--- config.mk ---
export PLATFORM = sky130hd
export DESIGN_NAME = frequency_meter
export DESIGN_NICKNAME = d
export VERILOG_FILES = /design/src/rtl/frequency_meter.sv
export SDC_FILE = /design/constraint.sdc
export NUM_CORES = 1
export LEC_CHECK = 0
export BUFFER_PORTS_ARGS = -buffer_cell sky130_fd_sc_hd__buf_2
export CAP_MARGIN = 25
export CORE_MARGIN = 2
export CORE_UTILIZATION = 35
export CTS_CLUSTER_DIAMETER = 60
export DETAILED_ROUTE_END_ITERATION = 8
export GPL_TIMING_DRIVEN = 0
export SYNTH_ARGS = -nofsm -noshare
export SYNTH_HDL_FRONTEND = slang
export SYNTH_SLANG_ARGS = --single-unit
--- constraint.sdc ---
create_clock -name clk -period 4.2 [get_ports clk]
set_input_delay 0.42 -clock clk [delete_from_list [all_inputs] [get_ports clk]]
set_output_delay 0.42 -clock clk [all_outputs]
set_load 0.03 [all_outputs]
--- src/rtl/frequency_meter.sv ---
// frequency_meter: counts rising edges of an asynchronous input over a
// programmable window of gate_cycles clk cycles and publishes the count.
// Windows run back to back while enabled, so consecutive counts tile time.
module frequency_meter #(
  parameter int WIDTH       = 32,
  parameter int SYNC_STAGES = 2,
  // Width of gate_cycles and the window counter. It normally equals WIDTH;
  // it is separate so that a narrow accumulator can still be given a long
  // window, which is the only way its saturation path can be reached.
  parameter int GATE_WIDTH  = WIDTH
) (
  input  logic                  clk,
  input  logic                  reset,
  input  logic                  enable,
  input  logic                  sig_in,
  input  logic [GATE_WIDTH-1:0] gate_cycles,
  output logic [WIDTH-1:0]      edge_count,
  output logic                  count_valid,
  output logic                  overflow,
  output logic                  busy
);

  localparam logic [0:0] S_IDLE = 1'b0;
  localparam logic [0:0] S_GATE = 1'b1;
  localparam logic [GATE_WIDTH-1:0] G_ONE = 1;

  logic [SYNC_STAGES-1:0] r_sync;
  logic                   r_dly;
  logic [0:0]             r_state;
  logic [GATE_WIDTH-1:0]  r_g;
  logic [GATE_WIDTH-1:0]  r_win;
  logic [WIDTH-1:0]       r_acc;
  logic                   r_ovf;

  logic                   w_edge;
  logic                   w_start;
  logic                   w_last;
  logic [WIDTH:0]         w_sum;
  logic                   w_sat;
  logic [WIDTH-1:0]       w_acc_nxt;
  logic                   w_ovf_nxt;

  // Synchronize sig_in into clk domain, then delay once more for edge detect
  always_ff @(posedge clk or negedge reset) begin
    if (!reset) begin
      r_sync <= '0;
      r_dly  <= 1'b0;
    end else begin
      r_sync <= {r_sync[SYNC_STAGES-2:0], sig_in};
      r_dly  <= r_sync[SYNC_STAGES-1];
    end
  end

  assign w_edge    = r_sync[SYNC_STAGES-1] & ~r_dly;
  assign w_start   = enable && (gate_cycles != '0);
  assign w_last    = (r_win == (r_g - G_ONE));
  // Saturating add: the carry out marks that the window ran past full scale
  assign w_sum     = {1'b0, r_acc} + {{WIDTH{1'b0}}, w_edge};
  assign w_sat     = w_sum[WIDTH];
  assign w_acc_nxt = w_sat ? {WIDTH{1'b1}} : w_sum[WIDTH-1:0];
  assign w_ovf_nxt = r_ovf | w_sat;
  assign busy      = (r_state == S_GATE);

  // Window FSM: open a window, accumulate edges, publish on the last cycle.
  // The last cycle doubles as the start cycle of the next window, which is
  // what makes back-to-back windows gapless.
  always_ff @(posedge clk or negedge reset) begin
    if (!reset) begin
      r_state     <= S_IDLE;
      r_g         <= '0;
      r_win       <= '0;
      r_acc       <= '0;
      r_ovf       <= 1'b0;
      edge_count  <= '0;
      overflow    <= 1'b0;
      count_valid <= 1'b0;
    end else begin
      count_valid <= 1'b0;
      case (r_state)
        S_IDLE: begin
          if (w_start) begin
            r_g     <= gate_cycles;
            r_win   <= '0;
            r_acc   <= '0;
            r_ovf   <= 1'b0;
            r_state <= S_GATE;
          end
        end
        S_GATE: begin
          if (w_last) begin
            edge_count  <= w_acc_nxt;
            overflow    <= w_ovf_nxt;
            count_valid <= 1'b1;
            r_win       <= '0;
            r_acc       <= '0;
            r_ovf       <= 1'b0;
            if (w_start) r_g <= gate_cycles;
            else         r_state <= S_IDLE;
          end else if (!enable) begin
            // Abort: the partial window is dropped, published result kept
            r_state <= S_IDLE;
          end else begin
            r_win <= r_win + G_ONE;
            r_acc <= w_acc_nxt;
            r_ovf <= w_ovf_nxt;
          end
        end
        default: r_state <= S_IDLE;
      endcase
    end
  end

endmodule
==> flow_summary.ini, run 1 <==
[finish]
final_nets = 964
final_area_mm2 = 0.00900
area.growth.synth_to_final_pct = 17.4
drive_above_1_share_pct = 18.0
layout_common_cells = dfrtp_1 (135), nand2_1 (93), buf_2 (80)
mostFrequentLayoutCell = dfrtp_1
antenna_cells = 0

[placement]
port_buffers = 70
pre_cts_ws_ns = 0.256
routabilityCongestion = 0.843
dp_hpwl_um = 14300
place_area_mm2 = 0.00840

[global_routing]
grt_pass1_wl_um = 33300
track_usage_pct = 17.6
grt_max_degree = 91
grt_overflow = 0
grt_pass1_vias = 6469
antenna_found_initial = 0

[floorplan]
fp.dieH_um = 152
start_util_pct = 35.4
design.die.area_mm2 = 0.0231
io_pins = 71
rows = 54
die_w_um = 152
core-area_mm2 = 0.0216

[worst_setup_path]
endpoint_kind = register
crit_family = simple AND/OR/NAND/NOR gates
critical_path_required_ns = 4.50
crit_type = register to register
path_max_fanout = 10
critPathMaxStageDelay_ns = 0.53
cp.arrival_ns = 4.21
slowest_stage = nor3_1
cpMostUsedCell = buf_2
cp-start-kind = register
crit_chain = inv_1, ha_1, nor3b_4, and4_1, buf_2, nand4_1, xor2_1, mux2i_1, nor3_1, a21oi_1, nor2_2, buf_2, mux2_2
cp_num_buf_inv = 3

[synthesis]
yosys.area.top_type = dfrtp_1
syn_inst = 833
ys_seq_area_share_pct = 44.1
synth_area_leaders = dfrtp_1 (44%), nand2_1 (4.6%), o21ai_0 (4.3%), mux2_2 (4.3%), xnor2_1 (3.2%)
synthArstFlopShare_pct = 100
synth_flop_cell = dfrtp_1
syn_nets = 873
ys_ff_latch = 135
avgSynthCellArea_um2 = 9.20
yosysTopAreaCellShare_pct = 44.1
synthDistinctLibCells = 63
syn_area_mm2 = 0.00766
synth_edf_count = 0
synth_warnings = 0

[sta]
clock_skew_ns = 0.00703
drv_slew = 0
final_hold_viol_count = 0
timing.final.ws_setup_ns = 0.291
setup_tns_ns = 0
worst_slew_pin_slew_ns = 0.751
relSlewSlack_pct = 49.5
period_share_pct = 93.1
max_freq_mhz = 256
rsz0062_at_grt = false
post-route-min-period_ns = 3.91
setup_violations = 0

[clock_network]
cts_htree_levels = 4
cts_setup_buffers = 0
root_buffer = clkbuf_16
cts_made_buffers = 17
cts.path.max_buffers = 2
clkSinkCount = 135
clock_latency_ns = 0.42
cts.clk_slew.worst_paths_ns = 0.06
tritoncts = built

[power_and_ir_drop]
power_density_mw_per_mm2 = 379
combPwrFrac_pct = 12.6
switchingPower_mw = 0.930
p_seq_share_pct = 43.4
p_leak_nw = 3.97
ir_drop_uv = 238
clkPwrFrac_pct = 44.0
p_int_mw = 2.48
swShare_pct = 27.3

[route]
wire_per_inst_um = 16.6
dr.pass1.iters = 5
via_per_inst = 5.48
drc = 0
wl_um = 20200
num_vias = 6669
drtIter0Drc = 370
ant_nets = 0

[status]
status = finished clean

[flow_run]
cap_violations = 0

[worst_hold_path]
min_path_type = input port to register
-- layer usage --
metal  up-vias  global-route usage, %  wire, µm
met3        31                   3.31       843
li1       3252                      -         -
met2       150                   28.2      9350
met4         0                   6.32       441
met1      3236                   23.8      9530
met5         -                      0         0
-- synth_stat cells, types with 14 or more instances --
library cell	count
and3_1	29
a31oi_1	27
clkbuf_1	27
nand2b_1	14
or3_1	25
xor2_1	18
nand4_1	25
o21ai_0	66
nor3_1	17
nand2_1	93
a21oi_1	35
dfrtp_1	135
xnor2_1	28
a21o_1	32
mux2_2	29
nand3_1	30
nor2_1	45
inv_1	15
-- path summary, 6_finish.rpt --
kind                            from        end  slack (ns)  cells past startpoint
max in group asynchronous      reset  r_acc[14]        2.92                      3
setup reg to reg              r_g[0]     r_g[9]        0.29                     13
setup / recovery              r_g[0]     r_g[9]        0.29                     13
min in group asynchronous      reset     r_g[9]        0.50                      2
hold / removal                sig_in  r_sync[0]         0.1                      1
hold reg to reg            r_sync[0]  r_sync[1]        0.35                      0
-- worst reg2reg max path, stage by stage, from the launching register on --
cell and delay, ns:
dfrtp_1 0.45, inv_1 0.09, ha_1 0.21, nor3b_4 0.37, and4_1 0.23, buf_2 0.18, nand4_1 0.13, xor2_1 0.20
mux2i_1 0.18, nor3_1 0.53, a21oi_1 0.20, nor2_2 0.33, buf_2 0.32, mux2_2 0.38
-- through the flow --
stage	cells	hold slack [ns]	util, %	power [mW]
after global routing	1217	0.0900	41.6	3.56
after global placement	1183	0.335	38.7	1.92
after floorplan	833	0.124	-	1.77
final	1217	0.0986	41.6	3.41
after detailed placement	1184	0.338	38.8	1.92
after CTS	1217	0.0889	41.6	3.43
-- sequential cells by signal, summed over array words and instances, names as in the netlist --
| signal | cells |
|---|---|
| busy | 1 |
| count_valid | 1 |
| edge_count | 32 |
| overflow | 1 |
| r_acc | 32 |
| r_dly | 1 |
| r_g | 32 |
| r_ovf | 1 |
| r_sync | 2 |
| r_win | 32 |
-- cell families after synthesis --
kind of cell | count (synthesis) | share of synthesized area (%)
simple gates | 353 | 25.2
compound gates | 199 | 16.2
flops | 135 | 44.1
buf+inv | 59 | 3.23
xor+xnor | 46 | 5.26
mux | 37 | 5.37
fa+ha+maj | 4 | 0.653
-- cell type report --
cell class / instances / area [µm²]
Buffer: 44 / 193
Clock buffer: 22 / 464
Clock inverter: 10 / 120
Fill cell: 2136 / 12600
Inverter: 15 / 56.3
Multi-Input combinational cell: 639 / 4040
Sequential cell: 135 / 3380
Tap cell: 280 / 350
Timing Repair Buffer: 72 / 394
-- power by group through the flow --
stage	Sequential (mW)	Clock, mW	Combinational, mW
after floorplan	1.47	0	0.304
after CTS	1.48	1.52	0.432
final	1.48	1.50	0.428
after global placement	1.50	0	0.420
after detailed placement	1.50	0	0.427
after global routing	1.49	1.59	0.478
-- what timing repair did --
item	4_1_cts	5_1_grt
setup endpoints to repair	0	4
hold endpoints to repair	45	0
resized for setup	0	2
hold buffers	1	0
No activity file was read; power rests on OpenSTA's default activity.
==> inputs of run 2 (changes only) <==
- REMOVE_ABC_BUFFERS: unset -> 1
==> run 2 against run 1 <==
Against the previous run:
- die area unchanged
- cell count decreased by 3.5%
- clock power decreased by 5%
- flip-flop and latch count unchanged
- global-route usage decreased by 1.1 points
- wire length decreased by 7.4%
- sequential share of layout area increased by 0.52 points
- setup slack improved by 0.018 ns
- cell area decreased by 1.4%
- critical path type unchanged
==> flow_summary.ini, run 2 (synthesis gave the netlist of run 1 again) <==
[status]
status = finished clean

[floorplan]
rows = 54
start_util_pct = 35.4
core-area_mm2 = 0.0216
fp.dieH_um = 152
die_w_um = 152
design.die.area_mm2 = 0.0231
io_pins = 71

[route]
via_per_inst = 5.39
wire_per_inst_um = 15.9
drtIter0Drc = 399
drc = 0
num_vias = 6328
dr.pass1.iters = 4
wl_um = 18700
ant_nets = 0

[global_routing]
grt_pass1_vias = 6112
grt_overflow = 0
antenna_found_initial = 0
track_usage_pct = 16.5
grt_pass1_wl_um = 31400
grt_max_degree = 84

[flow_run]
cap_violations = 0

[finish]
final_nets = 923
area.growth.synth_to_final_pct = 15.8
antenna_cells = 0
stdcell_count = 1174
drive_above_1_share_pct = 17.8
mostFrequentLayoutCell = dfrtp_1
layout_common_cells = dfrtp_1 (135), nand2_1 (91), buf_2 (69)

[sta]
max_freq_mhz = 257
relSlewSlack_pct = 35.0
final_hold_viol_count = 0
rsz0062_at_grt = false
setup_violations = 0
clock_skew_ns = 0.0134
period_share_pct = 92.6
post-route-min-period_ns = 3.89
drv_slew = 0
worst_slew_pin_slew_ns = 0.971

[worst_setup_path]
rr_startpoint = r_g[0]
endpoint_kind = register
r2r-end = r_g[16]
path_max_fanout = 16
crit_type = register to register
cp-start-kind = register
worst-r2r-cell-count = 11
timing.critical_path.to = r_g[16]
cp.arrival_ns = 4.18
r2r_slack_ns = 0.31
startpoint = r_g[0]
critical_path_required_ns = 4.49

[placement]
port_buffers = 70
routabilityCongestion = 0.795
dp_cells = 1143
dp_hpwl_um = 12800

[clock_network]
cts_htree_levels = 4
clock_latency_ns = 0.42
tritoncts = built
cts.clk_slew.worst_paths_ns = 0.06
cts.path.max_buffers = 2
clkSinkCount = 135
cts_made_buffers = 17
root_buffer = clkbuf_16
postCtsHoldBufs = 0

[power_and_ir_drop]
power_density_mw_per_mm2 = 375
p_leak_nw = 3.88
ir_drop_uv = 211
finalPower_mw = 3.33

[worst_hold_path]
min_path_type = input port to async pin
-- run 2: final cells by class --
type	instances	area, µm²
Fill cell	2179	12700
Tap cell	280	350
Timing Repair Buffer	74	459
Multi-Input combinational cell	640	4080
Clock buffer	22	454
Sequential cell	135	3380
Inverter	15	56.3
Clock inverter	8	101
-- run 2: layer usage --
layer	global-route usage, %	vias up	part of all wire (%)
met5	0	-	0
met2	26.6	111	46
li1	-	3150	-
met4	4.32	0	0.87
met1	22.9	3055	49
met3	3.11	12	3.8
-- run 2: worst max-delay path, cell delays in order, from the launching register on --
cell	delay (ns)
dfrtp_1	0.45
inv_1	0.09
ha_1	0.20
nor3b_2	0.40
nand2_1	0.13
xnor2_1	0.13
a2111oi_0	0.30
nor4b_1	0.41
o2111a_1	0.48
a21oi_1	0.29
nor2_4	0.48
mux2_2	0.40
-- run 2: timing repair --
item,4_1_cts,5_1_grt
buffers inserted,0,0
gates cloned,0,1
endpoints found under the setup margin,1,35
resized for setup,1,3
hold endpoints to repair,0,0
-- run 2: how the worst min path moves through the flow --
stage               startpoint   endpoint  slack (ns)  cells past startpoint
global route            sig_in  r_sync[0]         0.1                      1
detailed placement   r_sync[0]  r_sync[1]        0.33                      0
global placement     r_sync[0]  r_sync[1]        0.33                      0
floorplan                reset       busy        0.12                      0
finish                   reset     r_g[5]        0.06                      1
CTS                      reset     r_g[5]        0.09                      1
-- run 2: power by group --
group / total, mW / internal, mW / leakage (nW) / switching, mW
combinational: 0.389 / 0.188 / 1.82 / 0.201
clock: 1.43 / 0.881 / 0.262 / 0.554
sequential: 1.50 / 1.37 / 1.80 / 0.130
total: 3.33 / 2.44 / 3.88 / 0.885
-- run 2: metrics by stage --
| stage | TNS (ns) | cell area (µm²) | hold slack [ns] | worst slack, ns | utilization (%) |
|---|---|---|---|---|---|
| floorplan | 0 | 7470 | 0.124 | 0.155 | - |
| global placement | -92.68 | 8170 | 0.331 | -1.45 | 37.8 |
| detailed placement | 0 | 8300 | 0.335 | 0.0320 | 38.4 |
| CTS | 0 | 8850 | 0.0880 | 0.108 | 40.9 |
| global route | 0 | 8870 | 0.0978 | 0.0114 | 41.0 |
| finish | 0 | 8870 | 0.0606 | 0.309 | 41.0 |
